## src/rtl/hca_arb_4x9.sv

```systemverilog
// hca_arb_4x9: round-robin arbiter in front of one shared adder.
//   Up to NREQ requesters each offer an operand pair (X, Y). One requester is
//   granted per operation. Its operands go through a single Han-Carlson prefix
//   adder, and the W+1 bit sum is then presented until the consumer accepts it.
// Ports:
//   CLK, RSTn            clock, async active-low reset
//   VALID[NREQ]          requester i has an operand pair on X/Y slice i
//   X, Y[NREQ*W]         packed operands, slice i = [W*i +: W], unsigned
//   CIN[NREQ]            per-requester carry-in, present only with HCA_ARB_CIN_EN
//   READY[NREQ]          one-hot grant; asserted combinationally in IDLE only
//   RES_VALID/RES_READY  result handshake
//   RES_S[W+1], RES_ID   sum (bit W = carry-out) and owning requester
// Build option: define HCA_ARB_CIN_EN to add the CIN port.
module hca_arb_4x9 #(
  parameter int NREQ = 4,
  parameter int W    = 9
) (
  input  logic                  CLK,
  input  logic                  RSTn,
  input  logic [NREQ-1:0]       VALID,
  input  logic [NREQ*W-1:0]     X,
  input  logic [NREQ*W-1:0]     Y,
`ifdef HCA_ARB_CIN_EN
  input  logic [NREQ-1:0]       CIN,
`endif
  output logic [NREQ-1:0]       READY,
  output logic                  RES_VALID,
  input  logic                  RES_READY,
  output logic [W:0]            RES_S,
  output logic [$clog2(NREQ)-1:0] RES_ID
);
  localparam int PW = $clog2(NREQ);

  typedef enum logic [1:0] {S_IDLE, S_CALC, S_OUT} state_e;

  state_e        state_q, state_d;
  logic [PW-1:0] ptr_q, ptr_d;
  logic [W-1:0]  x_q, x_d, y_q, y_d;
  logic [PW-1:0] id_q, id_d;
  logic [W:0]    res_s_q, res_s_d;
  logic [PW-1:0] res_id_q, res_id_d;
  logic          cin_w;

  // Round-robin pick: first VALID starting just after the last grant.
  logic          gnt_found;
  logic [PW-1:0] gnt_idx, cand;
  always_comb begin
    gnt_found = 1'b0;
    gnt_idx   = ptr_q;
    cand      = '0;
    for (int k = 1; k <= NREQ; k++) begin
      cand = ptr_q + PW'(k);
      if (!gnt_found && VALID[cand]) begin
        gnt_found = 1'b1;
        gnt_idx   = cand;
      end
    end
  end

  logic [W-1:0] x_sel, y_sel;
  logic         cin_sel;
  always_comb begin
    x_sel   = '0;
    y_sel   = '0;
    cin_sel = 1'b0;
    for (int i = 0; i < NREQ; i++) begin
      if (PW'(i) == gnt_idx) begin
        x_sel = X[i*W +: W];
        y_sel = Y[i*W +: W];
`ifdef HCA_ARB_CIN_EN
        cin_sel = CIN[i];
`endif
      end
    end
  end

`ifdef HCA_ARB_CIN_EN
  logic cin_q, cin_d;
  assign cin_w = cin_q;
`else
  assign cin_w = 1'b0;
`endif

  // Han-Carlson prefix adder: odd bits pair with their even neighbour, then
  // Kogge-Stone runs on odd bits only, and one last level fills in even bits.
  // Carry-in is folded into bit 0's generate so gg[i] is the carry out of bit i.
  logic [W-1:0] g, p, gg, pp, ng, np;
  logic [W:0]   sum;
  always_comb begin
    g    = x_q & y_q;
    p    = x_q ^ y_q;
    g[0] = g[0] | (p[0] & cin_w);
    gg   = g;
    pp   = p;
    for (int i = 1; i < W; i += 2) begin
      gg[i] = g[i] | (p[i] & g[i-1]);
      pp[i] = p[i] & p[i-1];
    end
    for (int d = 2; d < W; d *= 2) begin
      ng = gg;
      np = pp;
      for (int i = 1; i < W; i += 2) begin
        if (i >= d) begin
          ng[i] = gg[i] | (pp[i] & gg[i-d]);
          np[i] = pp[i] & pp[i-d];
        end
      end
      gg = ng;
      pp = np;
    end
    for (int i = 2; i < W; i += 2) gg[i] = g[i] | (p[i] & gg[i-1]);
    sum[0] = p[0] ^ cin_w;
    for (int i = 1; i < W; i++) sum[i] = p[i] ^ gg[i-1];
    sum[W] = gg[W-1];
  end

  always_comb begin
    state_d  = state_q;
    ptr_d    = ptr_q;
    x_d      = x_q;
    y_d      = y_q;
    id_d     = id_q;
    res_s_d  = res_s_q;
    res_id_d = res_id_q;
`ifdef HCA_ARB_CIN_EN
    cin_d    = cin_q;
`endif
    unique case (state_q)
      S_IDLE: if (gnt_found) begin
        x_d     = x_sel;
        y_d     = y_sel;
        id_d    = gnt_idx;
        ptr_d   = gnt_idx;
`ifdef HCA_ARB_CIN_EN
        cin_d   = cin_sel;
`endif
        state_d = S_CALC;
      end
      S_CALC: begin
        res_s_d  = sum;
        res_id_d = id_q;
        state_d  = S_OUT;
      end
      S_OUT: if (RES_READY) state_d = S_IDLE;
      default: state_d = S_IDLE;
    endcase
  end

  always_ff @(posedge CLK or negedge RSTn) begin
    if (!RSTn) begin
      state_q  <= S_IDLE;
      ptr_q    <= PW'(NREQ-1);
      x_q      <= '0;
      y_q      <= '0;
      id_q     <= '0;
      res_s_q  <= '0;
      res_id_q <= '0;
`ifdef HCA_ARB_CIN_EN
      cin_q    <= 1'b0;
`endif
    end else begin
      state_q  <= state_d;
      ptr_q    <= ptr_d;
      x_q      <= x_d;
      y_q      <= y_d;
      id_q     <= id_d;
      res_s_q  <= res_s_d;
      res_id_q <= res_id_d;
`ifdef HCA_ARB_CIN_EN
      cin_q    <= cin_d;
`endif
    end
  end

  // Grant is gated by RSTn so VALID cannot leak through while held in reset.
  always_comb begin
    READY = '0;
    if (RSTn && state_q == S_IDLE && gnt_found) READY[gnt_idx] = 1'b1;
  end

  assign RES_VALID = (state_q == S_OUT);
  assign RES_S     = res_s_q;
  assign RES_ID    = res_id_q;

  // cin_sel is only consumed when the carry-in option is built in.
  logic unused_ok;
  assign unused_ok = cin_sel;
endmodule

```

## config.mk

```make
export PLATFORM = sky130hd
export DESIGN_NAME = hca_arb_4x9
export DESIGN_NICKNAME = d
export VERILOG_FILES = /design/src/rtl/hca_arb_4x9.sv
export SDC_FILE = /design/constraint.sdc
export NUM_CORES = 1
export LEC_CHECK = 0
export ABC_AREA = 1
export BUFFER_PORTS_ARGS = -buffer_cell sky130_fd_sc_hd__buf_2
export CELL_PAD_IN_SITES_DETAIL_PLACEMENT = 0
export CELL_PAD_IN_SITES_GLOBAL_PLACEMENT = 1
export CORE_MARGIN = 2
export CORE_UTILIZATION = 37
export CTS_CLUSTER_SIZE = 20
export DETAILED_ROUTE_END_ITERATION = 16
export PLACE_DENSITY_LB_ADDON = 0.1
export SYNTH_ARGS = -nofsm -noshare
export SYNTH_HDL_FRONTEND = slang
export SYNTH_SLANG_ARGS = --single-unit
```

## constraint.sdc

```tcl
create_clock -name CLK -period 6.2 [get_ports CLK]
set_clock_uncertainty 0.2 [all_clocks]
set_input_delay 0.62 -clock CLK [delete_from_list [all_inputs] [get_ports CLK]]
set_output_delay 0.62 -clock CLK [all_outputs]
set_load 0.02 [all_outputs]
```

==> flow_summary.yaml, run 1 <==
floorplanning:
  start_util: 0.3852
  num_io_pins: 96
  die-area_mm2: 0.007802
  core_area_mm2: 0.006832
  chipWidth_um: 88.33
  rows: 30
  die_h_um: 88.33
sta:
  drv_slew: 0
  hold_viol: 0
  fin_crit_ps: 3792
  rsz0062_at_grt: "false"
  tns_ps: 0
  setup_viol: 0
  fmax_mhz: 263.7
  slew_headroom: 0.3547
  worst_slew_pin_slew_ps: 967.0
  final.period_utilization: 0.6116
synthesis:
  ys_seq_area_frac: 0.3433
  synth_xor_area_frac: 0.009986
  yosysWarnings: 0
  ys_seq_elements: 36
  synthTopCellsByArea: "dfrtp_1 32%, nand2_1 17%, o21ai_0 6.8%, nand3_1 5.5%, inv_1 5.3%"
  synth_area_leader_cell: "dfrtp_1"
  synth_nets: 461
  synth_area_mm2: 0.002631
  synth_top_family_by_area: "simple AND/OR/NAND/NOR gates"
  ys_types: 29
  synth_mux_area_frac: 0.01712
  syn_inst: 370
  synth_compound_area_frac: 0.1060
  synth_top_area_share: 0.3233
  synthAdderAreaFrac: 0.07133
  yosys.area_share.simple: 0.3543
  avgSynthCellArea_um2: 7.112
clocking:
  cts_hold_buf: 0
  clock-sinks: 36
  cts_made_buffers: 5
  cts_tree: "yes"
  ctsRootBufferMaster: "clkbuf_8"
  insertion_delay_ps: 280
  cts_setup_buffers: 0
  cts.path.max_buffers: 2
  ctsResizeCount: 0
  clk_pin_slew_ps: 70
  h-tree-depth: 2
grt:
  grt_use_total: 0.1847
  grt_pass1_vias: 2354
  grt_max_degree: 39
  grt_pass1_wl_um: 11180
  grt_overflow_total: 0
  antenna_found_initial: 0
worst_setup_path:
  crit_path_top_delay_cell: "inv_1"
  critPathBufInv: 2
  crit_top_cell: "nand2_1"
  critPathRequiredTime_ps: 5380
  endpoint_kind: "primary output"
  critPathKind: "reg2out"
  path_max_fanout: 38
  reg2reg_from: "ptr_q[0]$_DFFE_PN1P_"
  critPathMaxStageDelay_ps: 720
  cpLargestDelayFamily: "simple AND/OR/NAND/NOR gates"
  path_cells: "nand2_1 -> nand2_1 -> nand2_1 -> nand2_1 -> nor2_4 -> nand4_1 -> nand2_2 -> inv_1 -> nand2_1 -> nor3_1 -> buf_2"
  crit_start: "ptr_q[0]$_DFFE_PN1P_"
  critPathArrivalTime_ps: 2970
  cp-start-kind: "flip-flop"
hold_path:
  hp-class: "in2async"
job:
  maxCapViolCount: 0
routing:
  vias: 2525
  wirelength_um: 6876
  drc: 0
  drt-wirelength-per-cell_um: 12.46
  viasPerCell: 4.574
  firstDrtPassIters: 4
  drt_iter0_drc: 71
  drt.antenna.violating_nets: 0
cells_and_area:
  drive_gt1_frac: 0.2895
  num_antenna_cells: 0
  nNetsFinal: 547
  syn_to_final_growth_pct: 22.82
  final_util: 0.4731
placed_design:
  place_hpwl_um: 5241
  gp_congestion: 0.7932
  io_buffers: 95
status:
  outcome: "complete, no violations"
worst paths after layout:
| path | endpoint | slack (ps) | cells after the start |
|---|---|---|---|
| worst max-delay path | READY[1] | 2410 | 11 |
| worst min-delay path | state_q[1]$_DFFE_PN0P_ | 180 | 2 |
| worst max register to register | y_q[8]$_DFFE_PN0P_ | 3190 | 13 |
| worst min register to register | RES_S[7]$_DFFE_PN0N_ | 280 | 2 |
| max in group asynchronous | ptr_q[0]$_DFFE_PN1P_ | 5260 | 2 |
| min in group CLK | RES_S[7]$_DFFE_PN0N_ | 280 | 2 |
cells by family after synthesis:
group / count (synthesis)
buffers and inverters: 58
AO/OA/AOI/OAI: 55
adder cells (fa/ha/maj): 12
AND/OR/NAND/NOR: 202
flip-flops: 36
XOR/XNOR: 3
multiplexers: 4
metrics by stage:
stage	cell area (um2)	setup WS, ps	instances	hold slack [ps]
floorplan	2631	3387	370	124.4
global placement	3136	2678	545	259.9
detailed placement	3136	2607	545	267.7
CTS	3232	2364	552	190.1
global route	3232	2039	552	222.1
finish	3232	2408	552	183.5
metal layers:
| layer | wire length (um) | track usage | up-vias |
|---|---|---|---|
| met1 | 3410 | 0.2583 | 1100 |
| met3 | 367 | 0.03451 | 4 |
| met2 | 3047 | 0.3008 | 71 |
| met4 | 49 | 0.03719 | 0 |
| li1 | - | - | 1350 |
| met5 | 0 | 0 | - |
flip-flops by register name (all words and copies together) (netlist names):
signal and cells:
y_q 9, RES_S 10, id_q 2, state_q 2
x_q 9, ptr_q 2, RES_ID 2
cells in the mapped netlist:
cell,count
nand2_1,122
inv_1,37
o21ai_0,36
dfrtp_1,34
nand3_1,29
nor2_1,19
a21oi_1,14
buf_2,10
nand2_2,10
nand3b_1,8
ha_1,7
fa_1,5
clkbuf_1,4
mux2_2,4
buf_6,3
nand2_4,3
nand3_2,3
nand4_1,3
o21ai_1,3
dfstp_2,2
inv_2,2
inv_4,2
nor2_4,2
nor3_1,2
xnor2_1,2
a31oi_1,1
nor2_8,1
o21bai_1,1
xor2_1,1
cell usage in the layout (no fill, tap or decap), drive strengths merged:
master  instances
xor2            1
buf            96
inv            41
o21bai          1
nand3          32
a31oi           1
o21ai          39
xnor2           2
nand2         135
nor3            2
nor2           22
a21oi          14
nand4           3
nand3b          8
fa              5
clkbuf          7
ha              7
mux2            4
dfrtp          34
dfstp           2
area by class of cell:
cell class / count / area [um2]
clock buffers: 7 / 96.34
fillers: 742 / 3600
inverters: 41 / 158.9
multi-input cells: 276 / 1470
flip-flops and latches: 36 / 903.4
well taps: 96 / 120.1
repair buffers: 96 / 483.0
Power of run 1 is not shown: default switching activity piles up to over one toggle a cycle in this logic, so the estimate is an artifact.
==> run 2, diff against run 1 <==
--- a/config.mk
+++ b/config.mk
@@ -10,7 +10,7 @@
 export CELL_PAD_IN_SITES_DETAIL_PLACEMENT = 0
 export CELL_PAD_IN_SITES_GLOBAL_PLACEMENT = 1
 export CORE_MARGIN = 2
-export CORE_UTILIZATION = 37
+export CORE_UTILIZATION = 31
 export CTS_CLUSTER_SIZE = 20
 export DETAILED_ROUTE_END_ITERATION = 16
 export PLACE_DENSITY_LB_ADDON = 0.1
==> constraint.sdc (replaced) <==
create_clock -name CLK -period 3.1 [get_ports CLK]
set_clock_uncertainty 0.2 [all_clocks]
set_input_delay 0.31 -clock CLK [delete_from_list [all_inputs] [get_ports CLK]]
set_output_delay 0.31 -clock CLK [all_outputs]
set_load 0.02 [all_outputs]
==> flow_summary.yaml, run 2 (synthesized netlist as in run 1, its figures left out) <==
status:
  outcome: "complete, no violations"
grt:
  grt_max_degree: 37
  grt_overflow_total: 0
  grt_pass1_vias: 2365
  grt_pass1_wl_um: 11620
  grt_use_total: 0.1644
  antenna_found_initial: 0
routing:
  firstDrtPassIters: 4
  drt_iter0_drc: 118
  drc: 0
  drt-wirelength-per-cell_um: 13.24
  drt.antenna.violating_nets: 0
  vias: 2622
  wirelength_um: 7573
  viasPerCell: 4.584
worst_setup_path:
  crit_start: "ptr_q[0]$_DFFE_PN1P_"
  regToRegSetupSlack_ps: 490
  crit_path_top_delay_cell: "dfstp_2"
  critPathBufInv: 3
  cpLargestDelayFamily: "simple AND/OR/NAND/NOR gates"
  crit_cells: 12
  critPathMaxStageDelay_ps: 630
  reg2reg_depth: 15
  path_max_fanout: 9
  path_cells: "inv_4 -> nand2_1 -> nand2_2 -> nand2_2 -> nand2_4 -> nor2_4 -> nand4_1 -> nand2_2 -> clkinvlp_4 -> nand2_2 -> nor3_1 -> buf_2"
  endpoint: "READY[0]"
  endpoint_kind: "primary output"
  critPathRequiredTime_ps: 2590
  cp-start-kind: "flip-flop"
  critPathKind: "reg2out"
  reg2reg_to: "x_q[4]$_DFFE_PN0P_"
  reg2reg_from: "ptr_q[0]$_DFFE_PN1P_"
  critPathArrivalTime_ps: 2330
  crit_top_cell: "nand2_2"
clocking:
  ctsRootBufferMaster: "clkbuf_8"
  clock-sinks: 36
  cts.path.max_buffers: 2
  cts_made_buffers: 5
  h-tree-depth: 2
  insertion_delay_ps: 290
  cts_tree: "yes"
  clk_pin_slew_ps: 80
cells_and_area:
  syn_to_final_growth_pct: 27.82
  num_antenna_cells: 0
  drive_gt1_frac: 0.3084
  largest_reg_flops: 10
  nFillCells: 926
  nNetsFinal: 557
  layout_common_cells: "121 x nand2_1, 95 x buf_2, 36 x o21ai_0, 36 x inv_1, 34 x dfrtp_1"
  layout_commonest_cell: "nand2_1"
floorplanning:
  start_util: 0.3202
  die_h_um: 96.13
  die-area_mm2: 0.009241
  rows: 33
  chipWidth_um: 96.13
  core_area_mm2: 0.008217
  num_io_pins: 96
placed_design:
  place_hpwl_um: 5751
  gp_congestion: 0.8302
  io_buffers: 95
hold_path:
  hp-class: "in2reg"
  hp-start: "RES_READY"
sta:
  worst_slew_pin_slew_ps: 658.7
  fin_crit_ps: 2845
  slew_headroom: 0.5598
  fmax_mhz: 351.5
  tns_ps: 0
  rsz0062_at_grt: "false"
  hold_viol: 0
  drv_slew: 0
  setup_viol: 0
  final.period_utilization: 0.9177
job:
  maxCapViolCount: 0
==> run 2: area by class of cell <==
type                    count  area (um2)  area share
well taps                 105       131.4     0.03906
clock buffers               7       86.33     0.02567
multi-input cells         277        1514      0.4501
repair buffers            105       553.0      0.1644
inverters                  41       167.7     0.04985
clock inverters             1       7.507    0.002232
flip-flops and latches     36       903.4      0.2686
==> run 2: metrics by stage <==
stage	cell area [um2]	hold slack [ps]	instances	worst slack, ps	utilization
2_1_floorplan	2631	-185.6	370	596.7	-
3_3_place_gp	3169	260.6	557	343.5	0.3857
3_5_place_dp	3169	243.4	557	305.2	0.3857
4_1_cts	3282	48.00	566	49.31	0.3994
5_1_grt	3363	69.69	572	74.51	0.4093
6_report	3363	56.05	572	255.0	0.4093
==> run 2: how the worst min path moves through the flow <==
stage,slack (ps),end,cells after the start
floorplan,-190,RES_ID[0]$_DFFE_PN0N_,0
CTS,50,state_q[1]$_DFFE_PN0P_,4
global route,70,state_q[1]$_DFFE_PN0P_,4
global placement,260,RES_S[9]$_DFFE_PN0N_,2
detailed placement,240,RES_S[9]$_DFFE_PN0N_,2
finish,60,state_q[1]$_DFFE_PN0P_,4
==> run 2: routing by layer <==
metal,track usage,share of wire
met1,0.2407,0.51
met2,0.2529,0.44
met3,0.02976,0.049
met4,0.03214,0.0057
met5,0,0
==> run 2: worst register-to-register path: stages (launching register included) <==
cell and delay, ps:
dfstp_2 630, inv_4 90, nand2_1 80, nand2_2 80, nand2_2 110, nand2_4 70
nor2_4 120, nand4_1 160, nand2_2 200, clkinvlp_4 140, buf_4 140, buf_4 210
o21ai_0 100, inv_1 60, nand2_1 60, nand2_1 40
==> run 2: timing repair <==
action,4_1_cts,5_1_grt
pin swaps,0,2
cloned,0,1
hold endpoints to repair,34,0
hold buffers,1,0
setup endpoints to repair,1,4
buffers inserted,0,5
resized for setup,1,7
Power of run 2 is left out for the same reason.
